`src/rtl/icache_fill_pkg.sv`:
```
// rtl/icache_fill_pkg.sv - shared constants and state enum for the QSPI icache line fill
// Purpose : QSPI opcode and mode bytes, phase lengths and the fill FSM state type.
// Ports   : none (package).
package icache_fill_pkg;

  localparam logic [7:0] QSPI_CMD_QREAD = 8'hEB;
  localparam logic [7:0] MODE_XIP       = 8'hA0;
  localparam logic [7:0] MODE_NONE      = 8'hFF;

  localparam int CMD_NIBBLES  = 2;
  localparam int ADDR_NIBBLES = 6;
  localparam int MODE_NIBBLES = 2;
  // Two cycles after the last DATA sample: the low nibble of the last byte,
  // then its held high nibble.
  localparam int DRAIN_CYCLES = 2;

  typedef enum logic [2:0] {
    ST_IDLE,
    ST_CMD,
    ST_ADDR,
    ST_MODE,
    ST_DUMMY,
    ST_DATA,
    ST_DRAIN,
    ST_DONE
  } state_e;

  function automatic int max_int(input int a, input int b);
    return (a > b) ? a : b;
  endfunction

endpackage

```
`src/rtl/fill_swap.sv`:
```
// rtl/fill_swap.sv - nibble hold/reorder/strobe stage for the icache fill
// Purpose : flash returns each byte high nibble first; the cache wants low
//           nibble first. The high nibble is held, the low nibble is emitted
//           the cycle after it is sampled, and the held high nibble follows.
// Ports   : clk, reset (sync, active high)
//           sample_i  - qspi_in is a valid data nibble this cycle
//           nib_i     - nibble from flash
//           dread_o   - reordered nibble to the cache
//           wstrobe_o - dread_o valid
module fill_swap (
  input  logic       clk,
  input  logic       reset,
  input  logic       sample_i,
  input  logic [3:0] nib_i,
  output logic [3:0] dread_o,
  output logic       wstrobe_o
);

  logic [3:0] hold_q, hold_d;
  logic [3:0] dread_q, dread_d;
  logic       strobe_q, strobe_d;
  logic       phase_q, phase_d;   // 0: next sample is a high nibble
  logic       pend_q, pend_d;     // held high nibble still owed to the cache

  always_comb begin
    hold_d   = hold_q;
    dread_d  = dread_q;
    strobe_d = 1'b0;
    pend_d   = 1'b0;
    phase_d  = sample_i ? ~phase_q : 1'b0;

    if (sample_i && !phase_q) begin
      hold_d = nib_i;
    end

    // In a continuous burst a low-nibble sample never coincides with a
    // pending high nibble, so the two branches keep the strobe gap-free.
    if (sample_i && phase_q) begin
      dread_d  = nib_i;
      strobe_d = 1'b1;
      pend_d   = 1'b1;
    end else if (pend_q) begin
      dread_d  = hold_q;
      strobe_d = 1'b1;
    end
  end

  always_ff @(posedge clk) begin
    if (reset) begin
      hold_q   <= '0;
      dread_q  <= '0;
      strobe_q <= 1'b0;
      phase_q  <= 1'b0;
      pend_q   <= 1'b0;
    end else begin
      hold_q   <= hold_d;
      dread_q  <= dread_d;
      strobe_q <= strobe_d;
      phase_q  <= phase_d;
      pend_q   <= pend_d;
    end
  end

  assign dread_o   = dread_q;
  assign wstrobe_o = strobe_q;

endmodule

```
`src/rtl/icache_fill.sv`:
```
// rtl/icache_fill.sv - QPI quad-read line fill engine for the instruction cache
// Purpose : on a miss, reads one cache line from QSPI flash (EB command,
//           24-bit address, mode byte, dummy cycles, data) and streams it to
//           the cache one nibble per cycle, low nibble of each byte first.
// Config  : ICACHE_FILL_XIP_EN - send mode A0 and skip the command phase on
//           later fills (continuous read); undefined: mode FF, command always.
// Ports   : clk, reset (sync, active high)
//           pull      - cache miss request       tag       - miss line address
//           dread     - fill nibble              wstrobe_d - fill nibble valid
//           busy      - fill in progress
//           qspi_cs_n - flash select (low)       qspi_out  - nibble to flash
//           qspi_oe   - per-lane output enable   qspi_in   - nibble from flash
module icache_fill
  import icache_fill_pkg::*;
#(
  parameter int LINE_LENGTH = 4,
  parameter int PA          = 22,
  parameter int DUMMY       = 4
) (
  input  logic                                 clk,
  input  logic                                 reset,
  input  logic                                 pull,
  input  logic [PA-$clog2(LINE_LENGTH)-1:0]    tag,
  output logic [3:0]                           dread,
  output logic                                 wstrobe_d,
  output logic                                 busy,
  output logic                                 qspi_cs_n,
  output logic [3:0]                           qspi_out,
  output logic [3:0]                           qspi_oe,
  input  logic [3:0]                           qspi_in
);

  localparam int LW          = $clog2(LINE_LENGTH);
  localparam int TW          = PA - LW;
  localparam int DATA_CYCLES = 2 * LINE_LENGTH;
  localparam int MAXC        = max_int(max_int(DATA_CYCLES, DUMMY), ADDR_NIBBLES);
  localparam int CW          = $clog2(MAXC) + 1;

  localparam logic [CW-1:0] CMD_LAST   = CW'(CMD_NIBBLES - 1);
  localparam logic [CW-1:0] ADDR_LAST  = CW'(ADDR_NIBBLES - 1);
  localparam logic [CW-1:0] MODE_LAST  = CW'(MODE_NIBBLES - 1);
  localparam logic [CW-1:0] DUMMY_LAST = CW'(DUMMY - 1);
  localparam logic [CW-1:0] DATA_LAST  = CW'(DATA_CYCLES - 1);
  localparam logic [CW-1:0] DRAIN_LAST = CW'(DRAIN_CYCLES - 1);

`ifdef ICACHE_FILL_XIP_EN
  localparam logic [7:0] MODE_BYTE = MODE_XIP;
  localparam logic       XIP_EN    = 1'b1;
`else
  localparam logic [7:0] MODE_BYTE = MODE_NONE;
  localparam logic       XIP_EN    = 1'b0;
`endif

  state_e          state_q, state_d;
  logic [CW-1:0]   cnt_q, cnt_d;
  logic [TW-1:0]   tag_q, tag_d;
  logic            xip_q, xip_d;

  logic [23:0]     addr_w;
  logic [3:0]      addr_nib;

  always_comb begin
    state_d = state_q;
    cnt_d   = cnt_q + 1'b1;
    tag_d   = tag_q;
    xip_d   = xip_q;

    unique case (state_q)
      ST_IDLE: begin
        cnt_d = '0;
        if (pull) begin
          tag_d   = tag;
          state_d = xip_q ? ST_ADDR : ST_CMD;
        end
      end
      ST_CMD: begin
        if (cnt_q == CMD_LAST) begin
          state_d = ST_ADDR;
          cnt_d   = '0;
        end
      end
      ST_ADDR: begin
        if (cnt_q == ADDR_LAST) begin
          state_d = ST_MODE;
          cnt_d   = '0;
        end
      end
      ST_MODE: begin
        if (cnt_q == MODE_LAST) begin
          state_d = ST_DUMMY;
          cnt_d   = '0;
          xip_d   = XIP_EN;
        end
      end
      ST_DUMMY: begin
        if (cnt_q == DUMMY_LAST) begin
          state_d = ST_DATA;
          cnt_d   = '0;
        end
      end
      ST_DATA: begin
        if (cnt_q == DATA_LAST) begin
          state_d = ST_DRAIN;
          cnt_d   = '0;
        end
      end
      ST_DRAIN: begin
        if (cnt_q == DRAIN_LAST) begin
          state_d = ST_DONE;
          cnt_d   = '0;
        end
      end
      // One cycle with pull ignored: the miss that started this fill may
      // still be visible while the cache valid bit settles.
      ST_DONE: begin
        state_d = ST_IDLE;
        cnt_d   = '0;
      end
      default: begin
        state_d = ST_IDLE;
        cnt_d   = '0;
      end
    endcase
  end

  always_ff @(posedge clk) begin
    if (reset) begin
      state_q <= ST_IDLE;
      cnt_q   <= '0;
      tag_q   <= '0;
      xip_q   <= 1'b0;
    end else begin
      state_q <= state_d;
      cnt_q   <= cnt_d;
      tag_q   <= tag_d;
      xip_q   <= xip_d;
    end
  end

  // Byte address of the line, zero-extended to the 24-bit flash address.
  assign addr_w = 24'({tag_q, {LW{1'b0}}});

  always_comb begin
    addr_nib = 4'h0;
    unique case (cnt_q[2:0])
      3'd0:    addr_nib = addr_w[23:20];
      3'd1:    addr_nib = addr_w[19:16];
      3'd2:    addr_nib = addr_w[15:12];
      3'd3:    addr_nib = addr_w[11:8];
      3'd4:    addr_nib = addr_w[7:4];
      3'd5:    addr_nib = addr_w[3:0];
      default: addr_nib = 4'h0;
    endcase
  end

  always_comb begin
    qspi_out  = 4'h0;
    qspi_oe   = 4'h0;
    qspi_cs_n = 1'b1;
    unique case (state_q)
      ST_CMD: begin
        qspi_cs_n = 1'b0;
        qspi_oe   = 4'hF;
        qspi_out  = cnt_q[0] ? QSPI_CMD_QREAD[3:0] : QSPI_CMD_QREAD[7:4];
      end
      ST_ADDR: begin
        qspi_cs_n = 1'b0;
        qspi_oe   = 4'hF;
        qspi_out  = addr_nib;
      end
      ST_MODE: begin
        qspi_cs_n = 1'b0;
        qspi_oe   = 4'hF;
        qspi_out  = cnt_q[0] ? MODE_BYTE[3:0] : MODE_BYTE[7:4];
      end
      ST_DUMMY, ST_DATA: begin
        qspi_cs_n = 1'b0;
      end
      default: begin
        qspi_cs_n = 1'b1;
      end
    endcase
  end

  assign busy = (state_q != ST_IDLE);

  fill_swap u_swap (
    .clk       (clk),
    .reset     (reset),
    .sample_i  (state_q == ST_DATA),
    .nib_i     (qspi_in),
    .dread_o   (dread),
    .wstrobe_o (wstrobe_d)
  );

endmodule

```
`config.mk`:
```
export PLATFORM = sky130hd
export DESIGN_NAME = icache_fill
export DESIGN_NICKNAME = d
export VERILOG_FILES = /design/src/rtl/icache_fill_pkg.sv /design/src/rtl/fill_swap.sv /design/src/rtl/icache_fill.sv
export SDC_FILE = /design/constraint.sdc
export NUM_CORES = 1
export LEC_CHECK = 0
export BUFFER_PORTS_ARGS = -buffer_cell sky130_fd_sc_hd__buf_2
export CAP_MARGIN = 20
export CORE_AREA = 2 2 62 64
export CTS_CLUSTER_DIAMETER = 80
export CTS_CLUSTER_SIZE = 12
export DETAILED_ROUTE_END_ITERATION = 16
export DIE_AREA = 0 0 64 66
export PLACE_DENSITY_LB_ADDON = 0.25
export SETUP_SLACK_MARGIN = 0.2
export SLEW_MARGIN = 20
export SYNTH_ARGS = -nofsm -noshare
export SYNTH_HDL_FRONTEND = slang
export SYNTH_SLANG_ARGS = --single-unit
```
`constraint.sdc`:
```
create_clock -name clk -period 2.2 [get_ports clk]
set_clock_uncertainty 0.2 [all_clocks]
set_input_delay 0.22 -clock clk [delete_from_list [all_inputs] [get_ports clk]]
set_output_delay 0.22 -clock clk [all_outputs]
set_load 0.05 [all_outputs]
```
After elaboration in Yosys (flattened, before gate mapping)

Cells that the tools add are included.

ROM bits: 0
Latch bits: 0
Logic and storage cells: 71
Register bits after elaboration: 38
Memories: 0
Memory bits (writable): 0
Output and inout bits: 15

Bitwise logic cells: 2
Multipliers: 0
Reduce and logical (&&, ||, !) cells: 14
$add $sub $neg: 1
Divide/modulo/power cells: 0
Shift-type cells: 0
Multiplexer cells: 23
Equal/unequal tests: 23
Order comparisons: 0

Operators with widths:

| kind                  | count |
|---|---|
| $mux W4               | 7 |
| $mux W3               | 8 |
| $pmux W3 S8           | 1 |
| $pmux W4 S6           | 1 |
| $pmux W4 S5           | 1 |
| $eq A3 B3 Y1 const B  | 6 |
| $ne A2 B2 Y1 const B  | 7 |
| $eq A3 B2 Y1 const B  | 4 |
| $pmux W4 S3           | 1 |
| $eq A4 B3 Y1 const B  | 2 |
| $reduce_and A7 Y1     | 1 |
| $eq A3 B1 Y1 const B  | 2 |
| $logic_not A3 Y1      | 2 |
| $reduce_or A3 Y1      | 2 |
| $reduce_or A5 Y1      | 1 |
| $add A4 B1 Y4 const B | 1 |
| $eq A4 B1 Y1 const B  | 1 |
| $eq A4 B2 Y1 const B  | 1 |
| $mux W1               | 4 |
| $reduce_or A2 Y1      | 2 |
| $reduce_bool A3 Y1    | 1 |
| $logic_and A1 B1 Y1   | 2 |
| $not A1 Y1            | 2 |
| $reduce_and A2 Y1     | 1 |
| other kinds (2)       | 2 |

Logic depth before layout (Yosys ltp)

Word-level depth: 3
Depth in mapped cells: 7
Mapped depth without buffers: 6

By module

From an unflattened synthesis, not the netlist that was laid out.

Cells, all modules: 233
Area, all modules: 1,931.9 um2

By module, submodules not included:

| module      | cells each | seq. area each (um2) | area an instance (um2) | times used |
|---|---|---|---|---|
| icache_fill | 193        | 540.5                | 1,510.2                | 1 |
| fill_swap   | 40         | 220.2                | 421.7                  | 1 |

Least setup slack after synthesis

OpenSTA, ideal clock, no wires.

Kind: reg-to-output
Start point: reg state_q[1]
End point: out qspi_out[0]
Cell stages (with the launch flop): 5
Data required time: 1,780 ps
Data arrival time: 2,087 ps
Slack: -307 ps
Path through: dfxtp_1 or3b_1 a21oi_1 a21oi_1 nor3_1

Longest elaborated chain between the ends: 2
Elaborated cells between the ends (all ways): 4

Ends and longest elaborated chain:

| element                                      | line               | source |
|---|---|---|
| start: declaration                           | icache_fill.sv:54  | `state_e state_q, state_d;` |
| start signal: assignment                     | icache_fill.sv:133 | `state_q <= state_d;` |
| $eq A3 B2 Y1 or $eq A3 B1 Y1 (tied branches) | icache_fill.sv:160 | `unique case (state_q)` |
| $pmux W4 S3 *                                | icache_fill.sv:160 |  |
| end: declaration                             | icache_fill.sv:28  | `output logic [3:0] qspi_out,` |

Mark *: on every way between the ends. The rest lies on a longest branch, timed or not.

Worst setup path in the final report

Start point: reg cnt_q[0]
End point: out qspi_out[1]

Longest elaborated chain between the ends: 3
Elaborated cells between the ends (all ways): 8

Ends and longest elaborated chain:

| element                                    | line               | source |
|---|---|---|
| start: declaration                         | icache_fill.sv:55  | `logic [CW-1:0] cnt_q, cnt_d;` |
| start signal: assignment                   | icache_fill.sv:134 | `cnt_q <= cnt_d;` |
| $eq A3 B3 Y1, or another cell as far along | icache_fill.sv:145 | `unique case (cnt_q[2:0])` |
| $pmux W4 S6 *                              | icache_fill.sv:145 |  |
| $pmux W4 S3 *                              | icache_fill.sv:160 |  |

Marks and branches as above.

==> flow_summary.html <==
<table>
<tr><th>Metric</th><th>Value</th></tr>
<tr><th colspan="2">Outcome</th></tr>
<tr><td>Result of the run</td><td>finished with violations</td></tr>
<tr><td>Failing checks</td><td>setup timing</td></tr>
<tr><th colspan="2">Timing</th></tr>
<tr><td>Final count of pins violating max slew</td><td>0</td></tr>
<tr><td>Total setup violations reported at the end of the flow</td><td>1</td></tr>
<tr><td>Setup repair after global routing missed its margin</td><td>true</td></tr>
<tr><td>Ratio of final minimum period to clock period</td><td>101%</td></tr>
<tr><td>Tightest Pin Transition</td><td>approximately 0.46 ns</td></tr>
<tr><td>Relative slew slack</td><td>around 69%</td></tr>
<tr><td>Final critical-path required period</td><td>about 2.2 ns</td></tr>
<tr><td>Final worst setup slack</td><td>-0.0130 ns</td></tr>
<tr><td>Final-layout worst hold slack</td><td>0.0330 ns</td></tr>
<tr><td>Top achievable clock speed</td><td>452 MHz</td></tr>
<tr><td>Number of failing hold endpoints at the final stage</td><td>0</td></tr>
<tr><th colspan="2">Pwr</th></tr>
<tr><td>Switching power total</td><td>about 0.0012 W</td></tr>
<tr><td>Total power after layout</td><td>around 0.0027 W</td></tr>
<tr><td>Int Power</td><td>between 0.0015 and 0.002 W</td></tr>
<tr><td>Power density over the cells</td><td>about 1000 mW/mm^2</td></tr>
<tr><td>Sequential fraction of design power</td><td>31.4%</td></tr>
<tr><td>Sw Ratio</td><td>between 40% and 50%</td></tr>
<tr><td>Clock share of power</td><td>around 17%</td></tr>
<tr><td>Pleak</td><td>between 0.9 and 1 nW</td></tr>
<tr><td>Power share of the combinational group</td><td>51.6%</td></tr>
<tr><td>IR drop worst, VDD</td><td>roughly 540 uV</td></tr>
<tr><th colspan="2">Setup path</th></tr>
<tr><td>CP Class</td><td>flop to primary output</td></tr>
<tr><td>Startpoint of the worst-slack reg-to-reg timing path</td><td>cnt_q[0]</td></tr>
<tr><td>Largest stage delay on the critical path</td><td>0.38 ns</td></tr>
<tr><td>Crit-path cells</td><td>ha_4, ha_4, a32oi_1, o211ai_1, a21oi_1, nor2_2, buf_6</td></tr>
<tr><td>Cell repeated most along the worst path</td><td>ha_4</td></tr>
<tr><td>Kind of end point of the critical path</td><td>primary output</td></tr>
<tr><td>Peak fanout along the critical path</td><td>4</td></tr>
<tr><td>Crit path buffers/inverters</td><td>1</td></tr>
<tr><td>Crit path max-delay family</td><td>compound AO/OA/AOI/OAI gates</td></tr>
<tr><td>Worst setup path startpoint</td><td>cnt_q[0]</td></tr>
<tr><td>Worst setup SP type</td><td>flop</td></tr>
<tr><td>Worst EP required</td><td>between 1.5 and 2 ns</td></tr>
<tr><td>Arrival time of data at the critical path endpoint</td><td>around 1.8 ns</td></tr>
<tr><td>Library cell contributing the largest single delay on the critical path</td><td>dfxtp_4</td></tr>
<tr><th colspan="2">Route</th></tr>
<tr><td>Count of nets left with antenna violations after detail routing</td><td>0</td></tr>
<tr><td>Total iterations of the first detailed-routing run</td><td>4</td></tr>
<tr><td>WL per Instance</td><td>13.2 microns</td></tr>
<tr><td>Vias after detailed routing</td><td>1,786</td></tr>
<tr><td>Post-DR vias/cell</td><td>about 5.2</td></tr>
<tr><td>Number of DRC violations after detailed routing</td><td>0</td></tr>
<tr><td>Initial detailed-routing violation count</td><td>95</td></tr>
<tr><td>Sum of routed wire length over all layers</td><td>between 4000 and 5000 microns</td></tr>
<tr><th colspan="2">Final layout</th></tr>
<tr><td>Final Util</td><td>73.0%</td></tr>
<tr><td>Highest-count cells in the layout ignoring fill and taps</td><td>nand2_1, dfxtp_1, buf_2</td></tr>
<tr><td>Final design instance area without fill</td><td>about 0.0026 sq mm</td></tr>
<tr><td>Most common cell after layout, fill and taps aside</td><td>nand2_1</td></tr>
<tr><td>Number of nets in the layout</td><td>between 300 and 400</td></tr>
<tr><td>Number of filler cells placed in the layout</td><td>~260</td></tr>
<tr><td>Sequential cell area</td><td>768 sq um</td></tr>
<tr><td>Fraction of final layout cells with drive strength greater than 1</td><td>about 30%</td></tr>
<tr><td>Layout overhead on the synthesized area</td><td>41.7%</td></tr>
<tr><td>Antenna diode instance count</td><td>0</td></tr>
<tr><td>Combined area of the multi-input logic cells</td><td>roughly 0.0011 sq mm</td></tr>
<tr><th colspan="2">Yosys</th></tr>
<tr><td>Number of storage elements in the synthesis netlist</td><td>38</td></tr>
<tr><td>Total number of yosys warnings</td><td>0</td></tr>
<tr><td>Netlist Area Pre-Place</td><td>0.00183 sq mm</td></tr>
<tr><td>Post-Synthesis Net Count</td><td>258</td></tr>
<tr><td>Synth cell types</td><td>41</td></tr>
<tr><td>Number of flops mapped to enable cells by yosys</td><td>0</td></tr>
<tr><td>Number of instances in the synthesized netlist</td><td>~230</td></tr>
<tr><td>Post-synthesis async set-or-reset flop share</td><td>0%</td></tr>
<tr><td>Sequential fraction of the synthesis area</td><td>41.6%</td></tr>
<tr><td>Syn avg cell area</td><td>8.09 sq um</td></tr>
<tr><td>Flip-flop cell with the highest count after synthesis</td><td>dfxtp_1</td></tr>
<tr><th colspan="2">Floorplanning</th></tr>
<tr><td>I/O pin total</td><td>42</td></tr>
<tr><td>Die span in x</td><td>roughly 64 microns</td></tr>
<tr><td>Starting Density</td><td>51.5%</td></tr>
<tr><td>Height of the die</td><td>66 microns</td></tr>
<tr><td>Placeable core region</td><td>about 0.0036 sq mm</td></tr>
<tr><td>Total die area</td><td>roughly 0.0042 sq mm</td></tr>
<tr><td>Number of placement rows</td><td>22</td></tr>
<tr><th colspan="2">Global route</th></tr>
<tr><td>Global Route met1 Usage</td><td>between 20% and 30%</td></tr>
<tr><td>Pin count of the biggest net entering global routing</td><td>23</td></tr>
<tr><td>First-pass GRT wire length</td><td>7440 microns</td></tr>
<tr><td>Vias in the first global route</td><td>between 1,500 and 2,000</td></tr>
<tr><td>Final global-route overflow total</td><td>0</td></tr>
<tr><td>Number of antenna violations at the first check in global routing</td><td>0</td></tr>
<tr><td>Overall Global Routing Usage</td><td>a little under a quarter</td></tr>
<tr><td>Global-route met2 utilization</td><td>37.0%</td></tr>
<tr><td>Met3 global-route usage</td><td>under 10%</td></tr>
<tr><td>Busiest layer in global routing</td><td>met2</td></tr>
<tr><th colspan="2">Clock network</th></tr>
<tr><td>Clock latency on the worst-skew pair</td><td>~0.35 ns</td></tr>
<tr><td>Number of CTS-inserted buffers</td><td>5</td></tr>
<tr><td>Clock root buffer</td><td>clkbuf_4</td></tr>
<tr><td>CTS clk-pin slew, worst paths</td><td>0.12 ns</td></tr>
<tr><td>Sinks on Clock Net</td><td>38</td></tr>
<tr><td>Clock buffer depth</td><td>2</td></tr>
<tr><td>Clock H-tree levels</td><td>2</td></tr>
<tr><td>TritonCTS clock tree</td><td>yes</td></tr>
<tr><th colspan="2">Flow run</th></tr>
<tr><td>Count of maximum capacitance violations</td><td>0</td></tr>
<tr><th colspan="2">Worst hold path</th></tr>
<tr><td>Class of the worst hold path</td><td>primary input to flop</td></tr>
<tr><td>Hold_sp</td><td>reset</td></tr>
<tr><th colspan="2">Place</th></tr>
<tr><td>IO buf count</td><td>41</td></tr>
<tr><td>Last weighted congestion value of the routability-driven placer</td><td>between 0.8 and 0.9</td></tr>
<tr><td>HPWL after detailed placement</td><td>between 2000 and 3000 microns</td></tr>
<tr><td>Area of placed instances</td><td>between 0.002 and 0.0025 sq mm</td></tr>
<tr><td>Pre-CTS setup slack</td><td>between 0.1 and 0.15 ns</td></tr>
</table>
## sequential cells by signal, indices dropped and copies added (netlist names)
| name | flops |
|---|---|
| u_swap.hold_q | 4 |
| u_swap.wstrobe_o | 1 |
| state_q | 3 |
| cnt_q | 4 |
| u_swap.pend_q | 1 |
| tag_q | 20 |
| u_swap.dread_o | 4 |
| u_swap.phase_q | 1 |
## power groups by stage
stage | combinational (W) | sequential [W] | clock (W)
finish | 0.00140 | 0.000849 | 0.000459
detailed placement | 0.00110 | 0.000857 | 0
floorplan | 0.000936 | 0.000848 | 0
global route | 0.00149 | 0.000863 | 0.000504
global placement | 0.00110 | 0.000852 | 0
CTS | 0.00132 | 0.000849 | 0.000466
## synthesized netlist by cell type (3+ instances only)
cell      count  area, sq um
o211ai_1      3         22.5
a32oi_1       4         35.0
a211oi_1      4         30.0
o21ai_0       4         20.0
clkbuf_1      7         26.3
nand2_1      46          173
mux2i_1       9         90.1
dfxtp_1      38          761
a21oi_1      31          155
a22oi_1       3         22.5
inv_1         8         30.0
ha_1          5         62.6
nand3b_1      4         30.0
nor2_1       19         71.3
nand2b_1      5         31.3
buf_4         4         30.0
## kinds of logic after synthesis
kind of cell    after synthesis  share of synthesized area, %
simple gates                 90                          23.3
mux                          10                          5.54
xor+xnor                      1                         0.479
fa+ha+maj                     5                          3.42
flops                        38                          41.6
buf+inv                      26                          7.11
compound gates               56                          18.5
## routing by layer
| layer | share of wire (%) | up-vias |
|---|---|---|
| met1 | 45 | 815 |
| met2 | 48 | 58 |
| li1 | - | 906 |
| met3 | 5.2 | 7 |
| met5 | 0 | - |
| met4 | 1.6 | 0 |
## path summary, 6_finish.rpt
check                                        end  slack (ns)  cells after the start
worst min-delay path            u_swap.hold_q[1]        0.03                      2
worst max-delay path                 qspi_out[1]       -0.01                      7
worst min register to register          tag_q[1]        0.26                      2
worst max register to register        state_q[0]        0.22                      6
## metrics by stage
| step | TNS, ns | cells |
|---|---|---|
| 2_1_floorplan | 0 | 226 |
| 3_3_place_gp | 0 | 305 |
| 3_5_place_dp | 0 | 305 |
| 4_1_cts | 0 | 342 |
| 5_1_grt | -0.150 | 342 |
| 6_report | -0.0130 | 342 |
## final cells by class
type	count	share of cell area, %
Tap cell	48	2.32
Inverter	9	1.55
Timing Repair Buffer	77	22.0
Clock buffer	7	1.74
Sequential cell	38	29.6
Multi-Input combinational cell	162	41.6
Clock inverter	1	1.16
## timing repair
action / in CTS / in global routing
setup buffers: 5 / 0
hold endpoints to repair: 28 / 0
setup endpoints to repair: 12 / 11
gates resized for setup: 35 / 7
pin swaps: 10 / 3
hold buffers: 24 / 0
(Power assumes the default switching activity.)
